## src/rtl/gpio_pad_ctrl.sv

```systemverilog
// Direction/turnaround controller and input synchroniser + glitch filter for one bidirectional GPIO pad.
// Optional edge counter enabled by defining GPIO_PAD_CTRL_EDGE_COUNT_EN.
module gpio_pad_ctrl #(
  parameter int SYNC_STAGES = 2,
  parameter int FILTER_W    = 4,
  parameter int TURN_CYCLES = 2
) (
  input  logic                i_clk,
  input  logic                i_arstn,
  input  logic                i_dirReq,
  input  logic                i_outValue,
  input  logic [FILTER_W-1:0] i_filterLen,
  output logic                o_padOutputEnable,
  output logic                o_padXOut,
  input  logic                i_padXIn,
  output logic                o_in,
  output logic                o_rise,
  output logic                o_fall,
  output logic                o_dirAck
`ifdef GPIO_PAD_CTRL_EDGE_COUNT_EN
  ,
  input  logic                i_edgeCountClr,
  output logic [7:0]          o_edgeCount
`endif
);

  localparam int TURN_LEN  = (TURN_CYCLES < 1) ? 1 : TURN_CYCLES;
  localparam int FLUSH_LEN = TURN_LEN + SYNC_STAGES;
  localparam int TCNT_W    = $clog2(FLUSH_LEN + 1);
  localparam logic [TCNT_W-1:0] TURN_LAST  = TCNT_W'(TURN_LEN - 1);
  localparam logic [TCNT_W-1:0] FLUSH_LAST = TCNT_W'(FLUSH_LEN - 1);

  typedef enum logic [1:0] {
    ST_IN       = 2'd0,
    ST_TURN_OUT = 2'd1,
    ST_OUT      = 2'd2,
    ST_TURN_IN  = 2'd3
  } state_e;

  state_e                 state_q, state_d;
  logic [TCNT_W-1:0]      turn_cnt_q, turn_cnt_d;
  logic [SYNC_STAGES-1:0] sync_q, sync_d;
  logic [FILTER_W-1:0]    filt_cnt_q, filt_cnt_d;
  logic                   oe_q, oe_d;
  logic                   xout_q, xout_d;
  logic                   in_q, in_d;
  logic                   rise_q, rise_d;
  logic                   fall_q, fall_d;
  logic                   ack_q, ack_d;
  logic                   synced;
  logic                   fire;

  assign synced = sync_q[SYNC_STAGES-1];

  always_comb begin
    state_d    = state_q;
    turn_cnt_d = turn_cnt_q + TCNT_W'(1);
    case (state_q)
      ST_IN: begin
        turn_cnt_d = '0;
        if (i_dirReq) state_d = ST_TURN_OUT;
      end
      ST_TURN_OUT: begin
        if (!i_dirReq) begin
          state_d    = ST_IN;
          turn_cnt_d = '0;
        end else if (turn_cnt_q == TURN_LAST) begin
          state_d    = ST_OUT;
          turn_cnt_d = '0;
        end
      end
      ST_OUT: begin
        turn_cnt_d = '0;
        if (!i_dirReq) state_d = ST_TURN_IN;
      end
      ST_TURN_IN: begin
        // Stay released long enough for the driven 0s to drain out of the synchroniser.
        if (i_dirReq) begin
          state_d    = ST_TURN_OUT;
          turn_cnt_d = '0;
        end else if (turn_cnt_q == FLUSH_LAST) begin
          state_d    = ST_IN;
          turn_cnt_d = '0;
        end
      end
      default: begin
        state_d    = ST_IN;
        turn_cnt_d = '0;
      end
    endcase

    oe_d   = (state_d == ST_OUT);
    xout_d = oe_d & i_outValue;
    ack_d  = ((state_d == ST_OUT) & i_dirReq) | ((state_d == ST_IN) & ~i_dirReq);
  end

  always_comb begin
    sync_d     = {sync_q[SYNC_STAGES-2:0], i_padXIn};
    in_d       = in_q;
    filt_cnt_d = '0;
    rise_d     = 1'b0;
    fall_d     = 1'b0;
    fire       = 1'b0;
    // The counter saturates at the compare, so it can never wrap past the max length.
    if ((state_q == ST_IN) && (synced != in_q)) begin
      if (filt_cnt_q >= i_filterLen) begin
        fire   = 1'b1;
        in_d   = synced;
        rise_d = synced;
        fall_d = ~synced;
      end else begin
        filt_cnt_d = filt_cnt_q + FILTER_W'(1);
      end
    end
  end

  always_ff @(posedge i_clk or negedge i_arstn) begin
    if (!i_arstn) begin
      state_q    <= ST_IN;
      turn_cnt_q <= '0;
      sync_q     <= '0;
      filt_cnt_q <= '0;
      oe_q       <= 1'b0;
      xout_q     <= 1'b0;
      in_q       <= 1'b0;
      rise_q     <= 1'b0;
      fall_q     <= 1'b0;
      ack_q      <= 1'b0;
    end else begin
      state_q    <= state_d;
      turn_cnt_q <= turn_cnt_d;
      sync_q     <= sync_d;
      filt_cnt_q <= filt_cnt_d;
      oe_q       <= oe_d;
      xout_q     <= xout_d;
      in_q       <= in_d;
      rise_q     <= rise_d;
      fall_q     <= fall_d;
      ack_q      <= ack_d;
    end
  end

  assign o_padOutputEnable = oe_q;
  assign o_padXOut         = xout_q;
  assign o_in              = in_q;
  assign o_rise            = rise_q;
  assign o_fall            = fall_q;
  assign o_dirAck          = ack_q;

`ifdef GPIO_PAD_CTRL_EDGE_COUNT_EN
  logic [7:0] edge_cnt_q, edge_cnt_d;

  always_comb begin
    edge_cnt_d = edge_cnt_q;
    if (i_edgeCountClr) edge_cnt_d = '0;
    else if (fire)      edge_cnt_d = edge_cnt_q + 8'd1;
  end

  always_ff @(posedge i_clk or negedge i_arstn) begin
    if (!i_arstn) edge_cnt_q <= '0;
    else          edge_cnt_q <= edge_cnt_d;
  end

  assign o_edgeCount = edge_cnt_q;
`else
  logic unused_fire;
  assign unused_fire = fire;
`endif

endmodule

```

## config.mk

```make
export PLATFORM = sky130hd
export DESIGN_NAME = gpio_pad_ctrl
export DESIGN_NICKNAME = d
export VERILOG_FILES = /design/src/rtl/gpio_pad_ctrl.sv
export SDC_FILE = /design/constraint.sdc
export NUM_CORES = 1
export LEC_CHECK = 0
export ABC_AREA = 1
export BUFFER_PORTS_ARGS = -buffer_cell sky130_fd_sc_hd__buf_2
export CAP_MARGIN = 10
export CORE_MARGIN = 5
export CORE_UTILIZATION = 49
export DETAILED_ROUTE_END_ITERATION = 7
export PLACE_DENSITY = 0.67
export SYNTH_ARGS = -nofsm -noshare
export SYNTH_HDL_FRONTEND = slang
export SYNTH_SLANG_ARGS = --single-unit
```

## constraint.sdc

```tcl
create_clock -name i_clk -period 1.7 [get_ports i_clk]
set_clock_uncertainty 0.15 [all_clocks]
set_input_delay 0.255 -clock i_clk [delete_from_list [all_inputs] [get_ports i_clk]]
set_output_delay 0.255 -clock i_clk [all_outputs]
set_load 0.02 [all_outputs]
```

After elaboration in Yosys (flattened, before gate mapping)
Index checks and enable logic that the tools add are counted.

Flip-flop bits (word level): 17. Input bits: 9. Output and inout bits: 6. Word-level logic and storage cells: 49.

Bitwise gates (word level): 6. Reduce and logical (&&, ||, !) cells: 5. Mux-type cells: 18. Eq/ne operators: 7. Add/subtract/negate cells: 2. Magnitude comparators: 1.

Operator list (number): $mux 2 (6); $mux 3 (4); $pmux 3 s3 (1); $mux 4 (2); $pmux 2 s4 (1); $eq 2x2->1 const B (3); $add 4x1->4 const B (1); $ge 4x4->1 (1); $logic_not 2->1 (2); $mux 1 (4); $add 3x1->3 const B (1); $and 1x1->1 (3); $eq 3x1->1 const B (1); $eq 3x2->1 const B (1); $eq 2x1->1 const B (1); $not 1->1 (2); $reduce_and 2->1 (1); $reduce_or 2->1 (1); $logic_and 1x1->1 (1); $ne 1x1->1 (1); $or 1x1->1 (1).

Longest topological paths before layout
Gate-level depths: netlist of run 1.

Word-level depth: 7. Gate-level depth with buffers: 10. Gate-level depth less buffers: 10.

Worst setup path before layout of run 1
No wires, ideal clock.

Path type: register to register. From: register filt_cnt_q[3]. To: register in_q (netlist: o_in). Slack: 0.314 ns. Buffers on the path: 0. Arrival: 1.118 ns. Period minus slack after synthesis: 1.386 ns. Cell stages (with the launch flop): 9. Data required time: 1.432 ns. Cell sequence: dfrtp_1 -> ha_1 -> nand2_1 -> inv_1 -> nand2_1 -> nand3_1 -> nand2_1 -> nand2_1 -> nand2_1.

Longest elaborated chain between the ends: 2.

Ends and longest elaborated chain: from (decl) (RTL line 43) `logic [FILTER_W-1:0] filt_cnt_q, filt_cnt_d;`; from (signal assigned) (RTL line 133) `filt_cnt_q <= filt_cnt_d;`; $ge 4x4->1 (RTL line 106) `if (filt_cnt_q >= i_filterLen) begin`; $reduce_and 2->1 (no line); to (signal assigned) (RTL line 136) `in_q <= in_d;`; to (decl) (RTL line 46) `logic in_q, in_d;`.

Every way passes these cells. A chain may end at the register's enable or synchronous reset.

Final worst setup path of run 1
Ends and elaborated chain as after synthesis.

==> results.sh, run 1 <==
export IMPL_setup_violations=0
export IMPL_fin_crit_ns=1.52
export IMPL_worst_pin_slew_ns=0.364
export IMPL_dp_hpwl_mm=1.07
export IMPL_initial_core_util_pct=51.0
export IMPL_cts_clk_slew_worst_paths_ns=0.09
export IMPL_post_cts_resized=0
export IMPL_syn2layout_area_growth_pct=17.0
export IMPL_path_class="flop to flop"
export IMPL_yosysMostFrequentCell="inv_1"
export IMPL_avgSynthCellArea_um2=9.26
export IMPL_port_buffers=14
export IMPL_yosysWarnings=0
export IMPL_maxCapViolCount=0
export IMPL_cts_buffers=3
export IMPL_arrival_ns=1.55
export IMPL_fin_util_pct=59.6
export IMPL_gp_congestion=0.780
export IMPL_synth_cells=94
export IMPL_h_tree_depth=1
export IMPL_rsz0062_at_grt="no"
export IMPL_synth_async_sr_flop_share_pct=100
export IMPL_finalHoldViolations=0
export IMPL_die_x_um=52.2
export IMPL_dieHeight_um=52.2
export IMPL_drc=0
export IMPL_cp_end_kind="flop"
export IMPL_cts_tree="done"
export IMPL_drt_pass1_iterations=4
export IMPL_cts_path_max_buffers=2
export IMPL_core_area_um2=1710
export IMPL_slew_viol_final=0
export IMPL_yosys_cell_types_count=20
export IMPL_overflow=0
export IMPL_vias=628
export IMPL_drt_total_wl_mm=1.34
export IMPL_period_share_pct=89.4
export IMPL_ios=15
export IMPL_die_area_um2=2720
export IMPL_grt_start_max_net_pins=18
export IMPL_setup_tns_final_ns=0
export IMPL_fmax_mhz=658
export IMPL_min_path_type="primary input to flop"
export IMPL_ant_nets=0
export IMPL_synthFlopType="dfrtp_1"
export IMPL_num_antenna_cells=0
export IMPL_p_leak_nw=0.576
export IMPL_syn_num_nets=112
export IMPL_cts_setup_buffers=0
export IMPL_clkLatencyLatePin_ns=0.28
export IMPL_grt_pass1_vias=655
export IMPL_netlist_top_cells_area="dfrtp_1, ha_1, inv_1, nand2_1, nand3_2"
export IMPL_synth_edf_count=0
export IMPL_grt_first_pass_wirelength_mm=2.55
export IMPL_root_buffer="clkbuf_4"
export IMPL_slew_headroom_pct=75.7
export IMPL_netlist_top_cells_count="inv_1, dfrtp_1, nand2_1"
export IMPL_start_kind="flop"
export IMPL_yosysTopAreaCell="dfrtp_1"
export IMPL_drt_iter0_markers=8
export IMPL_num_rows=15
export IMPL_ir_drop_v=0.000733
export IMPL_nNetsFinal=133
export IMPL_worstPathMaxFanout=6
export IMPL_grt_total_usage_pct=12.4
export IMPL_cts_sinks=17
export IMPL_synth_top_area_share_pct=48.9
export IMPL_drive_gt1_share_pct=24.6
export IMPL_antenna_found_initial=0
export IMPL_cts_hold_buf=2
export IMPL_yosysSeqAreaShare_pct=48.9
export IMPL_powerDensity_nw_per_um2=1180
export IMPL_via_per_inst=4.52
export IMPL_required_ns=1.73
export IMPL_ys_ff_latch=17
export IMPL_synth_area_um2=871
export IMPL_status="completed"
export IMPL_post_drt_wl_per_cell_um=9.67
final cells by class:
cell class / count / area [um^2]
Clock buffer: 4 / 26.3
Sequential cell: 17 / 425
Tap cell: 25 / 31.3
Timing Repair Buffer: 16 / 90.1
Fill cell: 153 / 689
Multi-Input combinational cell: 53 / 355
Inverter: 24 / 90.1
per-layer routing:
layer / vias to the layer above / track usage (%) / routed length, um / part of all wire, %
met3: 4 / 3.15 / 59 / 4.4
met2: 14 / 19.7 / 628 / 47
met4: 0 / 5.11 / 25 / 1.9
li1: 328 / - / - / -
met1: 282 / 16.0 / 630 / 47
met5: - / 0 / 0 / 0
placed cells by master (no fill, tap or decap), drive strengths merged:
cell / count
dlygate4sd3: 2
nand4: 1
ha: 9
nand3: 8
clkbuf: 4
dfrtp: 17
nand2: 14
a31oi: 1
buf: 14
a21oi: 1
o31ai: 1
nor2: 11
xnor2: 1
nor3: 4
inv: 22
o21ai: 1
xor2: 1
clkinv: 2
report_power, final:
part	leakage (nW)	switching (mW)	internal (mW)
clock	0.0150	0.118	0.0911
sequential	0.224	0.0657	0.493
combinational	0.337	0.280	0.158
total	0.576	0.463	0.742
critical path, stage by stage, from the launching register on:
cell and delay [ns]:
dfrtp_1 0.40, ha_1 0.32, nand2_1 0.07, inv_1 0.05, nand2_1 0.04, nand3_1 0.17, nand2_1 0.10, nand2_1 0.07
nand2_1 0.05
per-stage QoR:
stage	hold slack [ns]	cells	worst slack [ns]	cell area, um^2	total power, mW
2_1_floorplan	-0.191	94	0.314	871	0.889
3_3_place_gp	0.0357	133	0.218	972	0.993
3_5_place_dp	0.0401	133	0.177	972	1.01
4_1_cts	0.0245	139	0.158	1020	1.23
5_1_grt	0.0275	139	0.0448	1020	1.33
6_report	0.0311	139	0.180	1020	1.21
worst paths after layout:
kind / from / endpoint / slack (ns) / depth (start not counted)
setup / recovery: filt_cnt_q[3] / o_in / 0.18 / 8
hold / removal: i_outValue / o_padXOut / 0.03 / 3
setup reg to reg: filt_cnt_q[3] / o_in / 0.18 / 8
hold reg to reg: sync_q[0] / sync_q[1] / 0.21 / 0
max in group asynchronous: i_arstn / filt_cnt_q[0] / 0.89 / 2
min in group asynchronous: i_arstn / o_rise / 0.24 / 2
state kept, by name, summed over array words and instances (netlist names):
register / cells
o_padOutputEnable: 1
filt_cnt_q: 4
turn_cnt_q: 3
state_q: 2
o_dirAck: 1
sync_q: 2
o_in: 1
o_padXOut: 1
o_fall: 1
o_rise: 1
kinds of logic (layout without fill, tap and decap cells):
logic type / count (synthesis) / in the layout / share of synthesized area, %
xor gates and xnor gates: 2 / 2 / 2.01
buffers and inverters: 24 / 44 / 10.3
adders and majority gates: 9 / 9 / 12.9
and+or+nand+nor: 38 / 38 / 23.1
DFF: 17 / 17 / 48.9
AOI/OAI and AO/OA: 4 / 4 / 2.73
Power figures use the tool's default switching activity.
==> run 2: changes to the inputs <==
--- a/config.mk
+++ b/config.mk
@@ -8,10 +8,11 @@
 export ABC_AREA = 1
 export BUFFER_PORTS_ARGS = -buffer_cell sky130_fd_sc_hd__buf_2
 export CAP_MARGIN = 10
-export CORE_MARGIN = 5
+export CORE_MARGIN = 2
 export CORE_UTILIZATION = 49
 export DETAILED_ROUTE_END_ITERATION = 7
-export PLACE_DENSITY = 0.67
+export PLACE_DENSITY = 0.68
+export REMOVE_ABC_BUFFERS = 1
 export SYNTH_ARGS = -nofsm -noshare
 export SYNTH_HDL_FRONTEND = slang
 export SYNTH_SLANG_ARGS = --single-unit
==> run 2 against run 1 <==
Sequential cell count is the same; final cell count down 5.8%; die area is 22% lower; critical endpoint unchanged; worst setup slack worse by 0.038 ns; routed wire length decreased by 1.9%; maximum frequency down 2.4%; total power down 0.22%; sequential power is essentially flat.
==> results.sh, run 2 (same netlist as run 1, synthesis figures left out) <==
export IMPL_largest_reg_flops=4
export IMPL_ios=15
export IMPL_nNetsFinal=133
export IMPL_start_kind="flop"
export IMPL_overflow=0
export IMPL_num_antenna_cells=0
export IMPL_clkLatencyLatePin_ns=0.29
export IMPL_critPathBufInv=0
export IMPL_slew_headroom_pct=75.8
export IMPL_grt_pass1_vias=518
export IMPL_crit_family="flip-flops"
export IMPL_num_rows=15
export IMPL_p_leak_nw=0.576
export IMPL_grt_first_pass_wirelength_mm=2.15
export IMPL_setup_violations=0
export IMPL_h_tree_depth=1
export IMPL_r2r_end="o_in"
export IMPL_wl_met1_um=534
export IMPL_routed_top_layer="met4"
export IMPL_hold_end="o_padXOut"
export IMPL_die_x_um=46.2
export IMPL_dp_hpwl_mm=1.03
export IMPL_drt_pass1_iterations=4
export IMPL_ir_drop_v=0.000635
export IMPL_path_class="flop to flop"
export IMPL_vias=621
export IMPL_worst_r2r_path_depth=5
export IMPL_cts_tree="done"
export IMPL_dr_wl_met2_um=688
export IMPL_die_area_um2=2130
export IMPL_largestRegisters="filt_cnt_q (4), turn_cnt_q (3)"
export IMPL_slew_viol_final=0
export IMPL_finalHoldViolations=0
export IMPL_setup_slack_ns=0.142
export IMPL_crit_top_cell="nand3_1"
export IMPL_cp_slowest_stage_delay_ns=0.40
export IMPL_r2r_slack_ns=0.14
export IMPL_cts_path_max_buffers=2
export IMPL_setup_tns_final_ns=0
export IMPL_via_per_inst=4.74
export IMPL_cp_end_kind="flop"
export IMPL_powerDensity_nw_per_um2=1190
export IMPL_antenna_found_initial=0
export IMPL_fin_crit_ns=1.56
export IMPL_final_cell_mix="inv_1, dfrtp_1, buf_2"
export IMPL_worst_pin_slew_ns=0.363
export IMPL_initial_core_util_pct=51.6
export IMPL_post_drt_wl_per_cell_um=10.1
export IMPL_dr_wl_met3_um=50
export IMPL_hold_depth=3
export IMPL_place_ws_ns=0.141
export IMPL_post_cts_resized=0
export IMPL_final_common_cell="inv_1"
export IMPL_hold_start="i_outValue"
export IMPL_drive_gt1_share_pct=24.6
export IMPL_fmax_mhz=642
export IMPL_drc=0
export IMPL_drt_total_wl_mm=1.32
export IMPL_grt_start_max_net_pins=18
export IMPL_cts_buffers=3
export IMPL_core_area_um2=1690
export IMPL_cts_sinks=17
export IMPL_rsz0062_at_grt="no"
export IMPL_grt_total_usage_pct=15.4
export IMPL_timing_rr_start="filt_cnt_q[3]"
export IMPL_status="completed"
export IMPL_drt_iter0_markers=6
export IMPL_hold_ws_ns=0.0253
export IMPL_worstPathCellList="ha_1 -> a21oi_1 -> nand3_1 -> nand3_1 -> nand2_1"
export IMPL_cts_clk_slew_worst_paths_ns=0.09
export IMPL_arrival_ns=1.59
export IMPL_syn2layout_area_growth_pct=15.8
export IMPL_maxCapViolCount=0
export IMPL_slowest_stage="dfrtp_1"
export IMPL_dieHeight_um=46.2
export IMPL_period_share_pct=91.7
export IMPL_fin_util_pct=59.7
export IMPL_ant_nets=0
export IMPL_root_buffer="clkbuf_4"
export IMPL_gp_congestion=0.727
export IMPL_port_buffers=14
export IMPL_dpl_cell_area_um2=962
export IMPL_final_cell_area_um2=1010
export IMPL_required_ns=1.73
export IMPL_min_path_type="primary input to flop"
export IMPL_worstPathMaxFanout=6
export IMPL_top_register="filt_cnt_q"
-- run 2: cell counts in the layout (fill, tap and decap cells not counted) --
Identical to the previous run, type by type.
-- run 2: worst max path at each step --
stage,startpoint,endpoint,slack (ns),depth (start not counted)
after floorplan,filt_cnt_q[3],o_in,0.31,8
after global routing,filt_cnt_q[3],o_in,0.04,5
after global placement,filt_cnt_q[3],o_in,0.18,5
after CTS,filt_cnt_q[3],o_in,0.12,5
final,filt_cnt_q[3],o_in,0.14,5
after detailed placement,filt_cnt_q[3],o_in,0.14,5
-- run 2: metrics by stage --
| stage | instances | total power, mW |
|---|---|---|
| global route | 131 | 1.31 |
| floorplan | 94 | 0.889 |
| CTS | 131 | 1.22 |
| detailed placement | 125 | 1.00 |
| finish | 131 | 1.20 |
| global placement | 125 | 0.989 |
-- run 2: timing repair --
| item | in CTS | in global routing |
|---|---|---|
| buffers inserted | 0 | 0 |
| setup endpoints to repair | 0 | 0 |
| endpoints found under the hold margin | 18 | 0 |
| hold buffers | 2 | 0 |
-- run 2: worst reg2reg max path, stage by stage (launching register included) --
cell and delay, ns:
dfrtp_1 0.40, ha_1 0.33, a21oi_1 0.17, nand3_1 0.20, nand3_1 0.14, nand2_1 0.06
-- run 2: power by group --
| group | leakage, nW | switching [mW] | internal [mW] | total [mW] |
|---|---|---|---|---|
| Combinational | 0.337 | 0.276 | 0.159 | 0.435 |
| Clock | 0.0150 | 0.119 | 0.0912 | 0.210 |
| Sequential | 0.224 | 0.0648 | 0.493 | 0.558 |
| Total | 0.576 | 0.460 | 0.743 | 1.20 |
-- run 2: routing by layer --
metal | vias to the layer above | GRT usage (%)
li1 | 325 | -
met1 | 279 | 16.5
met2 | 12 | 25.6
met3 | 5 | 3.53
met4 | 0 | 12.0
met5 | - | 0
-- run 2: layout make-up --
class	count	area [um^2]
fill	166	681
clock buffer	4	26.3
multi-input combinational	53	355
timing repair buffer	16	90.1
inverter	24	90.1
sequential	17	425
tap	17	21.3
